===== config.mk =====
export PLATFORM = sky130hd
export DESIGN_NAME = cfg_write_arbiter
export DESIGN_NICKNAME = d
export VERILOG_FILES = /design/src/rtl/cfg_write_arbiter_pkg.sv /design/src/rtl/rr_select.sv /design/src/rtl/cfg_write_arbiter.sv
export SDC_FILE = /design/constraint.sdc
export NUM_CORES = 1
export LEC_CHECK = 0
export BUFFER_PORTS_ARGS = -buffer_cell sky130_fd_sc_hd__clkbuf_2
export CORE_MARGIN = 4
export CORE_UTILIZATION = 54
export CTS_CLUSTER_SIZE = 14
export DETAILED_ROUTE_END_ITERATION = 7
export GPL_ROUTABILITY_DRIVEN = 1
export HOLD_SLACK_MARGIN = 0.06
export PLACE_DENSITY = 0.82
export SETUP_SLACK_MARGIN = 0.3
export SLEW_MARGIN = 20
export SYNTH_ARGS = -nofsm -noshare
export SYNTH_HDL_FRONTEND = slang
export SYNTH_SLANG_ARGS = --single-unit
export TNS_END_PERCENT = 30

===== constraint.sdc =====
create_clock -name ACLK -period 6.9 [get_ports ACLK]
set_input_delay 0.345 -clock ACLK [delete_from_list [all_inputs] [get_ports ACLK]]
set_output_delay 0.345 -clock ACLK [all_outputs]
set_load 0.01 [all_outputs]

===== src/rtl/cfg_write_arbiter_pkg.sv =====
// +----------------------------------------------------------------------------+
// | Module  : cfg_write_arbiter_pkg                                            |
// | Brief   : Shared state encoding, default widths and helpers for the        |
// |           config write arbiter.                                            |
// | Revision: 1.0                                                              |
// +----------------------------------------------------------------------------+
`default_nettype none

package cfg_write_arbiter_pkg;

  typedef enum logic [1:0] {
    IDLE  = 2'd0,
    ISSUE = 2'd1,
    RESP  = 2'd2,
    DONE  = 2'd3
  } state_t;

  localparam int c_def_aw  = 4;
  localparam int c_def_dw  = 7;
  localparam int c_def_tmo = 255;

  // Counter must be able to hold the largest allowed TMO (255).
  localparam int c_tmo_cnt_w = 8;

  function automatic int grant_width(input int n);
    return (n > 1) ? $clog2(n) : 1;
  endfunction

endpackage

`default_nettype wire


===== src/rtl/rr_select.sv =====
// +----------------------------------------------------------------------------+
// | Module  : rr_select                                                        |
// | Brief   : Combinational round-robin pick, searching from last_grant+1.     |
// | Revision: 1.0                                                              |
// +----------------------------------------------------------------------------+
`default_nettype none

module rr_select
  import cfg_write_arbiter_pkg::*;
#(
  parameter int NREQ = 3,
  parameter int GW   = grant_width(NREQ)
) (
  input  logic [NREQ-1:0] req,
  input  logic [GW-1:0]   last_grant,
  output logic            any,
  output logic [GW-1:0]   grant
);

  int          w_idx_i;
  logic [GW-1:0] w_idx;

  always_comb begin
    any     = 1'b0;
    grant   = '0;
    w_idx_i = 0;
    w_idx   = '0;
    for (int k = 1; k <= NREQ; k++) begin
      w_idx_i = int'(last_grant) + k;
      if (w_idx_i >= NREQ) w_idx_i = w_idx_i - NREQ;
      w_idx = w_idx_i[GW-1:0];
      if (!any && req[w_idx]) begin
        any   = 1'b1;
        grant = w_idx;
      end
    end
  end

endmodule

`default_nettype wire


===== src/rtl/cfg_write_arbiter.sv =====
// +----------------------------------------------------------------------------+
// | Module  : cfg_write_arbiter                                                |
// | Brief   : Round-robin arbiter issuing one AW/W/B write per grant.          |
// | Revision: 1.0                                                              |
// +----------------------------------------------------------------------------+
`default_nettype none

module cfg_write_arbiter
  import cfg_write_arbiter_pkg::*;
#(
  parameter int NREQ = 3,
  parameter int AW   = c_def_aw,
  parameter int DW   = c_def_dw,
  parameter int TMO  = c_def_tmo
) (
  input  logic              ACLK,
  input  logic              reset,
  input  logic [NREQ-1:0]   req,
  input  logic [NREQ*AW-1:0] req_addr,
  input  logic [NREQ*DW-1:0] req_data,
  output logic [NREQ-1:0]   done,
  output logic              err,
  output logic              busy,
  output logic              AWVALID,
  output logic [AW-1:0]     AWADDR,
  output logic              WVALID,
  output logic [DW-1:0]     WDATA,
  output logic              BREADY,
  input  logic              AWREADY,
  input  logic              WREADY,
  input  logic              BVALID
);

  localparam int c_gw = grant_width(NREQ);
  localparam logic [c_tmo_cnt_w-1:0] c_tmo     = c_tmo_cnt_w'(TMO);
  localparam logic [c_tmo_cnt_w-1:0] c_cnt_one = c_tmo_cnt_w'(1);
  localparam logic [c_gw-1:0]        c_last_rst = c_gw'(NREQ - 1);

  state_t                 r_state, w_state_nxt;
  logic [c_gw-1:0]        r_grant, w_grant_nxt;
  logic [c_gw-1:0]        r_last_grant, w_last_nxt;
  logic [c_tmo_cnt_w-1:0] r_tmo_cnt, w_cnt_nxt, w_cnt_inc;
  logic                   r_timeout, w_timeout_nxt;
  logic                   w_awvalid_nxt, w_wvalid_nxt, w_bready_nxt;
  logic [AW-1:0]          w_awaddr_nxt;
  logic [DW-1:0]          w_wdata_nxt;
  logic [NREQ-1:0]        w_done_nxt;
  logic                   w_err_nxt, w_busy_nxt;
  logic                   w_any;
  logic [c_gw-1:0]        w_sel;

  rr_select #(
    .NREQ (NREQ),
    .GW   (c_gw)
  ) u_rr_select (
    .req        (req),
    .last_grant (r_last_grant),
    .any        (w_any),
    .grant      (w_sel)
  );

  always_comb begin
    w_state_nxt   = r_state;
    w_grant_nxt   = r_grant;
    w_last_nxt    = r_last_grant;
    w_cnt_nxt     = r_tmo_cnt;
    w_timeout_nxt = r_timeout;
    w_awvalid_nxt = AWVALID;
    w_awaddr_nxt  = AWADDR;
    w_wvalid_nxt  = WVALID;
    w_wdata_nxt   = WDATA;
    w_bready_nxt  = BREADY;
    w_done_nxt    = '0;
    w_err_nxt     = 1'b0;
    w_cnt_inc     = r_tmo_cnt + c_cnt_one;
    case (r_state)
      IDLE: begin
        if (w_any) begin
          w_grant_nxt   = w_sel;
          w_awaddr_nxt  = req_addr[w_sel*AW +: AW];
          w_wdata_nxt   = req_data[w_sel*DW +: DW];
          w_awvalid_nxt = 1'b1;
          w_wvalid_nxt  = 1'b1;
          w_state_nxt   = ISSUE;
        end
      end
      ISSUE: begin
        if (AWVALID && AWREADY) w_awvalid_nxt = 1'b0;
        if (WVALID && WREADY)   w_wvalid_nxt  = 1'b0;
        // Both VALIDs low next cycle means both channels have handshaken.
        if (!w_awvalid_nxt && !w_wvalid_nxt) begin
          w_bready_nxt  = 1'b1;
          w_cnt_nxt     = '0;
          w_timeout_nxt = 1'b0;
          w_state_nxt   = RESP;
        end
      end
      RESP: begin
        if (BVALID && BREADY) begin
          w_bready_nxt = 1'b0;
          w_state_nxt  = DONE;
        end else begin
          w_cnt_nxt = w_cnt_inc;
          if (w_cnt_inc == c_tmo) begin
            w_bready_nxt  = 1'b0;
            w_timeout_nxt = 1'b1;
            w_state_nxt   = DONE;
          end
        end
      end
      DONE: begin
        w_done_nxt[r_grant] = 1'b1;
        w_err_nxt           = r_timeout;
        w_last_nxt          = r_grant;
        w_state_nxt         = IDLE;
      end
      default: w_state_nxt = IDLE;
    endcase
    w_busy_nxt = (w_state_nxt != IDLE);
  end

  always_ff @(posedge ACLK or posedge reset) begin
    if (reset) begin
      r_state      <= IDLE;
      r_grant      <= '0;
      r_last_grant <= c_last_rst;
      r_tmo_cnt    <= '0;
      r_timeout    <= 1'b0;
      AWVALID      <= 1'b0;
      AWADDR       <= '0;
      WVALID       <= 1'b0;
      WDATA        <= '0;
      BREADY       <= 1'b0;
      done         <= '0;
      err          <= 1'b0;
      busy         <= 1'b0;
    end else begin
      r_state      <= w_state_nxt;
      r_grant      <= w_grant_nxt;
      r_last_grant <= w_last_nxt;
      r_tmo_cnt    <= w_cnt_nxt;
      r_timeout    <= w_timeout_nxt;
      AWVALID      <= w_awvalid_nxt;
      AWADDR       <= w_awaddr_nxt;
      WVALID       <= w_wvalid_nxt;
      WDATA        <= w_wdata_nxt;
      BREADY       <= w_bready_nxt;
      done         <= w_done_nxt;
      err          <= w_err_nxt;
      busy         <= w_busy_nxt;
    end
  end

endmodule

`default_nettype wire


==> results.json <==
{
  "grt_pass1_wl_um": 6790,
  "dpl_worst_slack_ps": 3530,
  "vias_per_cell": 5.64,
  "netlist.area_leader.share": 0.449,
  "grt_max_degree": 35,
  "antenna_left": 0,
  "hold_viol": 0,
  "syn_inst": 181,
  "synth-compound-area-share": 0.224,
  "place.gp.congestion": 0.858,
  "critical_path.max_fanout": 12,
  "vias": 1612,
  "drt-total-wl_um": 3950,
  "p_leak_uw": 0.00111,
  "drt_iter0_markers": 107,
  "grt_pass1_vias": 1539,
  "crit_type": "register to register",
  "async_flop_share": 1.00,
  "dieArea_sq_mm": 0.00441,
  "cts_setup_buffers": 0,
  "yosysSeqAreaShare": 0.463,
  "yosys-top-cells-area": "dfrtp_1, mux2i_1, a32oi_1, ha_1, o21ai_0",
  "slew_headroom": 0.350,
  "power_frac_seq": 0.348,
  "place_hpwl_um": 3010,
  "r2r_end": "AWADDR[0]",
  "cts_tree": "built",
  "yosys.area.top_type": "dfrtp_1",
  "htreeDepth": 2,
  "dr.pass1.iters": 4,
  "final.setup.worst_slack_ps": 3460,
  "grt_setup_unrepaired": "no",
  "port_buffers": 59,
  "rows": 20,
  "pin_count": 60,
  "regArea_sq_um": 852,
  "syn_nets": 227,
  "synthAdderAreaFrac": 0.0340,
  "critPathRequiredTime_ps": 7110,
  "reg2regPathDepth": 7,
  "syn_area_per_cell_sq_um": 10.2,
  "synth_top_family_by_area": "compound AO/OA/AOI/OAI gates",
  "antenna_found_initial": 0,
  "switching_share": 0.428,
  "clock_sinks": 34,
  "clk_latency_ps": 350,
  "synth_warnings": 0,
  "slew_violations": 0,
  "cts-resized-gates": 0,
  "power_density_mw_per_mm2": 434,
  "nets": 287,
  "yosysUniqueCellTypes": 47,
  "drc": 0,
  "cts_buffer_depth": 2,
  "synth_mux_area_frac": 0.0857,
  "critPathTopFamily": "compound AO/OA/AOI/OAI gates",
  "fin_crit_ps": 3440,
  "finalCritPeriodShare": 0.498,
  "arrival_ps": 3650,
  "ys_top_cells_by_count": "dfrtp_1, nor2_1, mux2i_1",
  "antennaDiodeCount": 0,
  "power.total_uw": 973,
  "holdBufCountCts": 0,
  "worst_pin_slew_ps": 975,
  "clock.fmax_ghz": 0.291,
  "path_cells": "inv_1, ha_1, mux2_4, a222oi_1, a41oi_2, mux2i_1, o21ai_1",
  "status": "finished clean",
  "endpoint_kind": "register",
  "synth_most_common_cell": "dfrtp_1",
  "area_delta_synth_final_pct": 21.6,
  "ys_seq_elements": 34,
  "combPwrFrac": 0.501,
  "numCtsBuffers": 5,
  "fill_cells": 261,
  "fin_tns_setup_ps": 0,
  "slowest_stage": "a222oi_1",
  "setup_viol": 0,
  "cp-start-kind": "register",
  "multi_input_area_sq_um": 920,
  "internal-power_uw": 556,
  "p_switching_uw": 417,
  "ys.flop_type": "dfrtp_1",
  "layout-drive-gt1-share": 0.314,
  "synth_edf_count": 0,
  "ff2ff_setup_slack_ps": 3460,
  "die_x_um": 66.4,
  "wire_per_inst_um": 13.8,
  "fp.coreArea_sq_mm": 0.00315,
  "fp.dieH_um": 66.4,
  "ir_drop_mv": 0.231,
  "root_buffer": "clkbuf_4",
  "syn_area_sq_mm": 0.00184,
  "cts.clk_slew.worst_paths_ps": 110,
  "cap_violations": 0,
  "synth-simple-area-share": 0.137,
  "finClkSkew_ps": 13.8,
  "timing.rr.start": "r_last_grant[0]",
  "p_clk_frac": 0.151,
  "track_usage": 0.204,
  "grt-ovfl-total": 0,
  "critPathBufInv": 1,
  "start_util": 0.584,
  "slowest_delay_ps": 810,
  "hold_class": "input pin to asynchronous set/reset pin",
  "synthXorXnorAreaFrac": 0.0190
}
-- per-layer routing --
metal  track usage  up-vias  wire, um
li1              -      791         -
met2         0.331       60      1820
met3        0.0612        7       314
met5             0        -         0
met1         0.255      754      1740
met4        0.0761        0        63
-- worst max path at each step --
stage / start / endpoint / slack [ps] / cells after the start
2_1_floorplan: r_last_grant[0] / AWADDR[0] / 4300 / 8
6_report: r_last_grant[0] / AWADDR[0] / 3460 / 7
3_3_place_gp: r_last_grant[0] / AWADDR[0] / 3600 / 7
5_1_grt: r_last_grant[0] / WDATA[6] / 3180 / 7
3_5_place_dp: r_last_grant[0] / WDATA[1] / 3530 / 7
4_1_cts: r_last_grant[0] / AWADDR[0] / 3490 / 7
-- flip-flops by register name, summed over array words and instances (netlist names) --
register,count
done,3
r_timeout,1
r_last_grant,2
WDATA,7
err,1
AWADDR,4
WVALID,1
r_grant,2
BREADY,1
busy,1
r_state,2
r_tmo_cnt,8
AWVALID,1
-- cell type report --
cell class,instances,share of cell area
clock buffers,5,0.0168
multi-input cells,133,0.411
flip-flops and latches,34,0.381
inverters,7,0.0117
clock inverters,3,0.0201
well taps,44,0.0246
repair buffers,60,0.135
-- tightest hold or removal path, stage by stage --
cell      delay, ps
clkbuf_2         80
inv_1            50
buf_4           370
-- layout by cell type (no fill, tap or decap), drive strengths merged, types with 2 or more instances in the layout --
| cell | synthesis | routed |
|---|---|---|
| mux2i | 12 | 12 |
| clkbuf | 2 | 64 |
| nor2b | 3 | 3 |
| nor3b | 6 | 6 |
| o21a | 2 | 2 |
| a21oi | 9 | 9 |
| clkinvlp | 0 | 2 |
| nor3 | 2 | 2 |
| mux2 | 3 | 3 |
| nand3 | 4 | 4 |
| xor2 | 3 | 3 |
| nor2 | 13 | 13 |
| a21o | 3 | 3 |
| nand2b | 2 | 2 |
| a32oi | 11 | 11 |
| inv | 7 | 7 |
| dfrtp | 33 | 33 |
| nand2 | 11 | 11 |
| o22ai | 2 | 2 |
| ha | 5 | 5 |
| o21ai | 21 | 21 |
| nand3b | 2 | 2 |
-- kinds of logic after synthesis --
group	Yosys count
compound gates	60
xor+xnor	4
fa+ha+maj	5
buf+inv	14
flops	34
mux	15
simple gates	49
-- per-stage QoR --
| stage | utilization | std cells | area (sq um) | hold slack (ps) |
|---|---|---|---|---|
| after floorplan | - | 181 | 1840 | 430 |
| final | 0.710 | 286 | 2240 | 57.5 |
| after global placement | 0.684 | 278 | 2160 | 442 |
| after detailed placement | 0.684 | 278 | 2160 | 460 |
| after CTS | 0.710 | 286 | 2240 | 69.6 |
| after global routing | 0.710 | 286 | 2240 | 107 |
-- power by group through the flow --
stage	Clock (uW)	Sequential (uW)	Combinational, uW
2_1_floorplan	0	347	357
3_3_place_gp	0	341	481
3_5_place_dp	0	339	493
4_1_cts	149	338	491
5_1_grt	160	350	545
6_report	146	339	487
No activity file was read; power rests on OpenSTA's default activity.
